--- src/rtl/fa_stage_pkg.sv ---
// Shared constants and helpers for the staging BRAM write-side controller.
package fa_stage_pkg;

  localparam int unsigned BLOCK_SIZE      = 128;
  localparam int unsigned BUFFER_HEADROOM = 20;
  localparam int unsigned STAGE_DEPTH     = 8192;

  // Highest occupancy at which the host may still start a full block:
  // room for one block plus slack for the occupancy count latency.
  function automatic int unsigned ready_threshold(input int unsigned depth,
                                                  input int unsigned headroom,
                                                  input int unsigned block);
    return depth - headroom - block;
  endfunction

endpackage

--- src/rtl/stage_chan.sv ---
// One staging channel: write address, occupancy, throttle and sticky error flags.
module stage_chan
  import fa_stage_pkg::*;
#(
  parameter int unsigned DEPTH    = STAGE_DEPTH,
  parameter int unsigned AW       = 13,
  parameter int unsigned BLOCK    = BLOCK_SIZE,
  parameter int unsigned HEADROOM = BUFFER_HEADROOM
) (
  input  logic          clk,
  input  logic          rst_n,
  input  logic          clr,
  input  logic          mode_wrap,
  input  logic          wr_en,
  input  logic          rd_release,
  output logic [AW-1:0] wr_addr,
  output logic [AW:0]   occ,
  output logic          ready,
  output logic          full,
  output logic          empty,
  output logic          ovf,
  output logic          unf
);

  localparam logic [AW:0] DEPTH_W = (AW+1)'(DEPTH);
  localparam logic [AW:0] THRESH  = (AW+1)'(ready_threshold(DEPTH, HEADROOM, BLOCK));

  logic [AW-1:0] addr_q, addr_d;
  logic [AW:0]   occ_q, occ_d;
  logic          ready_q, ready_d;
  logic          full_q, full_d;
  logic          empty_q, empty_d;
  logic          ovf_q, ovf_d;
  logic          unf_q, unf_d;
  logic          wr_accept, wr_drop, rel_ok, rel_bad;

  // Next-state: clear wins; otherwise accept/drop writes, apply ring releases,
  // and derive the flags from the next occupancy so they stay coherent with it.
  always_comb begin
    wr_accept = wr_en & ~full_q;
    wr_drop   = wr_en & full_q;
    rel_ok    = mode_wrap & rd_release & ~empty_q;
    rel_bad   = mode_wrap & rd_release & empty_q;
    addr_d    = addr_q;
    occ_d     = occ_q;
    ovf_d     = ovf_q;
    unf_d     = unf_q;
    if (clr) begin
      addr_d = '0;
      occ_d  = '0;
      ovf_d  = 1'b0;
      unf_d  = 1'b0;
    end else begin
      if (wr_accept) addr_d = addr_q + AW'(1);
      if (wr_drop)   ovf_d  = 1'b1;
      if (rel_bad)   unf_d  = 1'b1;
      case ({wr_accept, rel_ok})
        2'b10:   occ_d = occ_q + (AW+1)'(1);
        2'b01:   occ_d = occ_q - (AW+1)'(1);
        default: occ_d = occ_q;
      endcase
    end
    ready_d = (occ_d <= THRESH);
    full_d  = (occ_d == DEPTH_W);
    empty_d = (occ_d == '0);
  end

  // Channel state register with asynchronous reset.
  always_ff @(posedge clk or negedge rst_n) begin
    if (!rst_n) begin
      addr_q  <= '0;
      occ_q   <= '0;
      ready_q <= 1'b1;
      full_q  <= 1'b0;
      empty_q <= 1'b1;
      ovf_q   <= 1'b0;
      unf_q   <= 1'b0;
    end else begin
      addr_q  <= addr_d;
      occ_q   <= occ_d;
      ready_q <= ready_d;
      full_q  <= full_d;
      empty_q <= empty_d;
      ovf_q   <= ovf_d;
      unf_q   <= unf_d;
    end
  end

  assign wr_addr = addr_q;
  assign occ     = occ_q;
  assign ready   = ready_q;
  assign full    = full_q;
  assign empty   = empty_q;
  assign ovf     = ovf_q;
  assign unf     = unf_q;

endmodule

--- src/rtl/bram_stage_ctrl.sv ---
// Write-side controller for the staging BRAMs: NCH independent channel slices
// with their addresses and occupancies packed onto flat buses.
module bram_stage_ctrl
  import fa_stage_pkg::*;
#(
  parameter int unsigned NCH      = 2,
  parameter int unsigned DEPTH    = STAGE_DEPTH,
  parameter int unsigned AW       = 13,
  parameter int unsigned BLOCK    = BLOCK_SIZE,
  parameter int unsigned HEADROOM = BUFFER_HEADROOM
) (
  input  logic                  clk,
  input  logic                  rst_n,
  input  logic [NCH-1:0]        clr,
  input  logic [NCH-1:0]        mode_wrap,
  input  logic [NCH-1:0]        wr_en,
  input  logic [NCH-1:0]        rd_release,
  output logic [NCH*AW-1:0]     wr_addr,
  output logic [NCH*(AW+1)-1:0] occ,
  output logic [NCH-1:0]        ready,
  output logic [NCH-1:0]        full,
  output logic [NCH-1:0]        empty,
  output logic [NCH-1:0]        ovf,
  output logic [NCH-1:0]        unf
);

  // One independent counter/flag slice per channel.
  for (genvar c = 0; c < NCH; c++) begin : g_chan
    stage_chan #(
      .DEPTH    (DEPTH),
      .AW       (AW),
      .BLOCK    (BLOCK),
      .HEADROOM (HEADROOM)
    ) u_chan (
      .clk        (clk),
      .rst_n      (rst_n),
      .clr        (clr[c]),
      .mode_wrap  (mode_wrap[c]),
      .wr_en      (wr_en[c]),
      .rd_release (rd_release[c]),
      .wr_addr    (wr_addr[c*AW +: AW]),
      .occ        (occ[c*(AW+1) +: (AW+1)]),
      .ready      (ready[c]),
      .full       (full[c]),
      .empty      (empty[c]),
      .ovf        (ovf[c]),
      .unf        (unf[c])
    );
  end

endmodule

--- config.mk ---
export PLATFORM = sky130hd
export DESIGN_NAME = bram_stage_ctrl
export DESIGN_NICKNAME = d
export VERILOG_FILES = /design/src/rtl/fa_stage_pkg.sv /design/src/rtl/stage_chan.sv /design/src/rtl/bram_stage_ctrl.sv
export SDC_FILE = /design/constraint.sdc
export NUM_CORES = 1
export LEC_CHECK = 0
export ABC_AREA = 1
export CAP_MARGIN = 30
export CORE_MARGIN = 4
export CORE_UTILIZATION = 55
export CTS_BUF_LIST = sky130_fd_sc_hd__clkbuf_16
export CTS_CLUSTER_SIZE = 16
export DETAILED_ROUTE_END_ITERATION = 12
export GPL_ROUTABILITY_DRIVEN = 0
export MAX_ROUTING_LAYER = met4
export PLACE_DENSITY = 0.81
export SLEW_MARGIN = 10
export SYNTH_ARGS = -nofsm -noshare
export SYNTH_HDL_FRONTEND = slang
export SYNTH_HIERARCHICAL = 1
export SYNTH_SLANG_ARGS = --single-unit
--- constraint.sdc ---
create_clock -name clk -period 3.3 [get_ports clk]
set_input_delay 0.66 -clock clk [delete_from_list [all_inputs] [get_ports clk]]
set_output_delay 0.66 -clock clk [all_outputs]
set_load 0.01 [all_outputs]
=== Word-level counts from Yosys, hierarchy flattened ===
Index checks and enable logic that the tools add are counted.

* Register bits after elaboration: 64
* Input port bits: 10
* Output and inout bits: 64
* Logic and storage cells: 66

* Add/subtract/negate cells: 6
* Order comparisons: 2
* Eq/ne operators: 6
* Muxes and demuxes: 16
* Bitwise logic cells: 14
* Reductions and logical operators: 8

{| class="wikitable"
|+ Operators by type and width
! operator !! count
|-
| 14-bit one-hot mux with 2 select lines || 2
|-
| 13-bit 2-to-1 mux || 4
|-
| 14-bit by 1-bit adder with 14-bit output (second input constant) || 2
|-
| 14-bit == test (second input constant) || 2
|-
| 14-bit by 13-bit <= comparator with 1-bit output (second input constant) || 2
|-
| 14-bit logical NOT || 2
|-
| 14-bit 2-to-1 mux || 2
|-
| 14-bit by 1-bit subtractor with 14-bit output (second input constant) || 2
|-
| 13-bit by 1-bit adder with 13-bit output (second input constant) || 2
|-
| 2-bit nonzero test || 6
|-
| 1-bit AND || 10
|-
| 1-bit 2-to-1 mux || 8
|-
| 2-bit by 1-bit == test with 1-bit output (second input constant) || 2
|-
| 2-bit == test (second input constant) || 2
|-
| 1-bit NOT || 4
|}

=== Logic depth before layout (Yosys ltp) ===
* Depth after elaboration: 6
* Mapped depth: 25

=== Cells and area by module ===
Netlist, hierarchy kept.

{| class="wikitable"
|+ Modules (own cells, without submodules)
! module !! instances !! cells an instance !! area an instance (µm²)
|-
| stage_chan || 2 || 382 || 2432.3
|}

=== Worst setup path after synthesis ===
Ideal clock, no wire load.

* Path kind: input to register
* Start: input wr_en[0]
* End: register g_chan[0].u_chan.ready_q
* Arrival time: 2.651 ns
* Required time: 3.233 ns
* Path slack: 0.582 ns
* Stages on the path: 22
* Path buffers: 2
* Cells stage by stage: inv_1 > nor2_4 > inv_1 > ha_1 > buf_6 > buf_4 > nand2_1 > nand2_1 > inv_1 > ha_1 > or2_2 > nand3_1 > nand2_1 > inv_1 > nor2_1 > nand3_1 > nand2_1 > nand3_1 > nand2_1 > nand2_1 > nor2_1 > nor2_1

* Cells in the longest elaborated chain, start to end: 5
* Elaborated cells on any way between the ends: 6
* Those cells by class: order compare: 1; eq/ne: 2; mux: 2; bitwise: 1

{| class="wikitable"
|+ Ends and longest elaborated chain
! item !! RTL line !! source
|-
| from (decl) || bram_stage_ctrl.sv:16 || <nowiki>input logic [NCH-1:0] wr_en,</nowiki>
|-
| 1-bit AND (*) || stage_chan.sv:40 || <nowiki>wr_accept = wr_en & ~full_q;</nowiki>
|-
| 2-bit by 1-bit == test with 1-bit output or 2-bit == test (tied branches) || stage_chan.sv:57 || <nowiki>case ({wr_accept, rel_ok})</nowiki>
|-
| 14-bit one-hot mux with 2 select lines (*) || stage_chan.sv:57 ||
|-
| 14-bit 2-to-1 mux (*) || stage_chan.sv:48 || <nowiki>if (clr) begin</nowiki>
|-
| 14-bit by 13-bit <= comparator with 1-bit output (*) || stage_chan.sv:63 || <nowiki>ready_d = (occ_d <= THRESH);</nowiki>
|-
| named net g_chan[0].u_chan.ready_d || stage_chan.sv:30 || <nowiki>logic ready_q, ready_d;</nowiki>
|-
| to (signal assigned) || stage_chan.sv:81 || <nowiki>ready_q <= ready_d;</nowiki>
|-
| to (decl) || stage_chan.sv:30 ||
|}

The timed path passes the listed nets; every way through them passes the cells marked *.
A chain may end at the register's enable or synchronous reset.

=== Worst setup path in the final report ===
* Start: input wr_en[1]
* End: register g_chan[1].u_chan.empty_q

* Cells in the longest elaborated chain, start to end: 5
* Elaborated cells on any way between the ends: 6
* Those cells by class: eq/ne: 2; mux: 2; bitwise: 1; reduce/logical: 1

{| class="wikitable"
|+ Ends and longest elaborated chain
! item !! RTL line !! source
|-
| 1-bit AND (*) || stage_chan.sv:40 ||
|-
| 2-bit by 1-bit == test with 1-bit output or 2-bit == test (tied branches) || stage_chan.sv:57 ||
|-
| 14-bit one-hot mux with 2 select lines (*) || stage_chan.sv:57 ||
|-
| 14-bit 2-to-1 mux (*) || stage_chan.sv:48 ||
|-
| 14-bit logical NOT (*) || stage_chan.sv:65 || <nowiki>empty_d = (occ_d == '0);</nowiki>
|-
| named net g_chan[1].u_chan.empty_d || stage_chan.sv:32 || <nowiki>logic empty_q, empty_d;</nowiki>
|-
| to (signal assigned) || stage_chan.sv:83 || <nowiki>empty_q <= empty_d;</nowiki>
|-
| to (decl) || stage_chan.sv:32 ||
|}

Marks and branches as above.

==> results_dict.tcl <==
set metrics [dict create \
    path_max_fanout 3 \
    preCtsSetupSlack_ps -83.5 \
    nets 863 \
    cts_setup_buffers 0 \
    ir_worst_vdd_uv 316 \
    firstDrtPassIters 8 \
    synthTopCellsByArea "dfrtp_1 (31%), nand2_1 (16%), inv_1 (8.8%)" \
    reg2reg_from "g_chan[1].u_chan/empty" \
    r2r_slack_ps 660 \
    synth_top_cell_by_area "dfrtp_1" \
    grt_max_degree 65 \
    drt_iter0_markers 329 \
    relSlewSlack 0.470 \
    worstSetupEndpointType "flop" \
    crit_type "primary input to flop" \
    tritoncts "done" \
    routed_wl_um 13000 \
    vias 5088 \
    grt_pass1_wl_um 21500 \
    setup_viol 0 \
    yosysTopAreaCellShare 0.309 \
    synth_nets 782 \
    slew_violations 0 \
    arrival_ps 3340 \
    skew_ps 9.49 \
    drive_gt1_frac 0.115 \
    mostFrequentLayoutCells "nand2_1 (209), inv_1 (115), nor2_1 (101)" \
    tightest_slew_ps 794 \
    start_util 0.561 \
    status "complete, no violations" \
    yosys_warnings 6 \
    clock_latency_ps 330 \
    worst_slack_ps 219 \
    maxCapViolCount 0 \
    clock.fmax_mhz 325 \
    io_pins 74 \
    hpwl_um 9760 \
    worstReg2RegEnd "g_chan[1].u_chan/empty" \
    drc 0 \
    startpoint_type "primary input" \
    period_needed_ps 3080 \
    cts.repair.resized 0 \
    numCtsBuffers 9 \
    wl_per_cell_um 13.5 \
    grt_overflow 0 \
    syn_to_final_growth_pct 24.0 \
    ys_ff_latch 64 \
    antenna_found_initial 0 \
    die_y_um 102 \
    diodes 0 \
    cp.required_ps 3560 \
    die_w_um 102 \
    p_leak_nw 3.07 \
    row_count 34 \
    ys_async_sr_fraction 1.00 \
    synth.avg_cell_area_um2 6.37 \
    dieArea_mm2 0.0104 \
    io_buffer_count 73 \
    synth-edff-count 0 \
    fin_crit_sh 0.934 \
    synth.distinct_cells 31 \
    grtUsageTotal 0.265 \
    yosysSeqAreaShare 0.330 \
    rsz0062_at_grt "no" \
    root_buffer "clkbuf_16" \
    powerDensity_mw_per_mm2 435 \
    mostFrequentLayoutCell "nand2_1" \
    place_area_mm2 0.00575 \
    worstRegToRegCells 20 \
    synth_ff_type "dfrtp_1" \
    clock_path_buffers 2 \
    clk_pin_slew_worst_paths_ps 60 \
    postSynthCellCount 764 \
    grt_pass1_vias 4776 \
    hold_violations 0 \
    htreeDepth 3 \
    vias_per_cell 5.31 \
    core-area_mm2 0.00868 \
    synthesis.area_mm2 0.00486 \
    hp-class "primary input to asynchronous set/reset pin" \
    cts-hold-fix-buffers 0 \
    clock_sinks 64 \
    ant_nets 0 \
    final_area_mm2 0.00603 \
]
power by group:
| group | internal (mW) | total, mW | switching, mW |
|---|---|---|---|
| sequential | 0.851 | 0.939 | 0.0877 |
| combinational | 0.342 | 0.846 | 0.503 |
| clock | 0.501 | 0.839 | 0.337 |
cells by family (layout without fill, tap and decap cells):
family / Yosys count / in the layout / share of synthesized area
flip-flops: 64 / 64 / 0.330
buffers and inverters: 144 / 230 / 0.124
adder cells (fa/ha/maj): 8 / 8 / 0.0206
AO/OA/AOI/OAI: 76 / 76 / 0.0813
XOR/XNOR: 8 / 8 / 0.0144
AND/OR/NAND/NOR: 464 / 464 / 0.430
cell usage after synthesis, types with 6 or more instances:
cell and number:
nor2_1 104, a21oi_1 42, nand4_1 14, nand2_2 6, ha_1 8, clkbuf_1 8, nand3_1 80, nand2_1 210
nor2_2 16, dfrtp_1 60, nor2_4 12, nor3_1 8, inv_2 10, buf_2 6, inv_1 114, o21ai_0 26
area by class of cell:
| type | count | area [µm²] |
|---|---|---|
| Inverter | 124 | 465 |
| Timing Repair Buffer | 90 | 891 |
| Clock buffer | 9 | 225 |
| Tap cell | 108 | 135 |
| Sequential cell | 64 | 1610 |
| Clock inverter | 7 | 41.3 |
| Fill cell | 749 | 2650 |
| Multi-Input combinational cell | 556 | 2670 |
how the worst max path moves through the flow:
stage,startpoint,end,slack [ps],cells past startpoint
floorplan,wr_en[0],g_chan[0].u_chan/ready,580,22
global placement,mode_wrap[0],g_chan[0].u_chan/ready,40,19
detailed placement,wr_en[1],g_chan[1].u_chan/empty,-80,23
CTS,mode_wrap[1],g_chan[1].u_chan/empty,170,21
global route,wr_en[1],g_chan[1].u_chan/full,10,23
finish,wr_en[1],g_chan[1].u_chan/empty,220,23
critical path: stages:
cell and delay, ps:
clkdlybuf4s50_1 490, inv_1 70, nor2_4 80, inv_1 80
ha_2 220, inv_1 80, nand2_1 80, nand2_1 100
inv_1 80, ha_1 180, inv_1 50, nand2_1 90
nand3_2 110, nand2_1 120, nand2_1 80, nand3_1 100
nand2_2 100, nand3_1 100, nor2_2 130, nand2_1 70
nor2_2 120, nand2_1 70, nor2_1 90
state kept, by name (all words and copies together) (netlist names):
name / cells
g_chan.u_chan/ovf: 2
g_chan.u_chan/unf: 2
g_chan.u_chan/wr_addr: 26
g_chan.u_chan/occ: 28
g_chan.u_chan/full: 2
g_chan.u_chan/empty: 2
g_chan.u_chan/ready: 2
through the flow:
step	cells	TNS, ps	power [mW]	hold slack, ps	utilization
6_report	958	0	2.62	506	0.695
5_1_grt	958	0	2.78	514	0.695
4_1_cts	958	0	2.62	504	0.694
3_5_place_dp	942	-237	1.78	492	0.663
3_3_place_gp	942	0	1.76	484	0.663
2_1_floorplan	764	0	1.47	364	-
layer usage:
layer  share of wire  up-vias  GRT usage
met3           0.060       13     0.0512
met5               0        -          -
li1                -     2553          -
met1            0.43     2359      0.327
met2            0.50      163      0.448
met4          0.0089        0     0.0686
(Power assumes the default switching activity.)
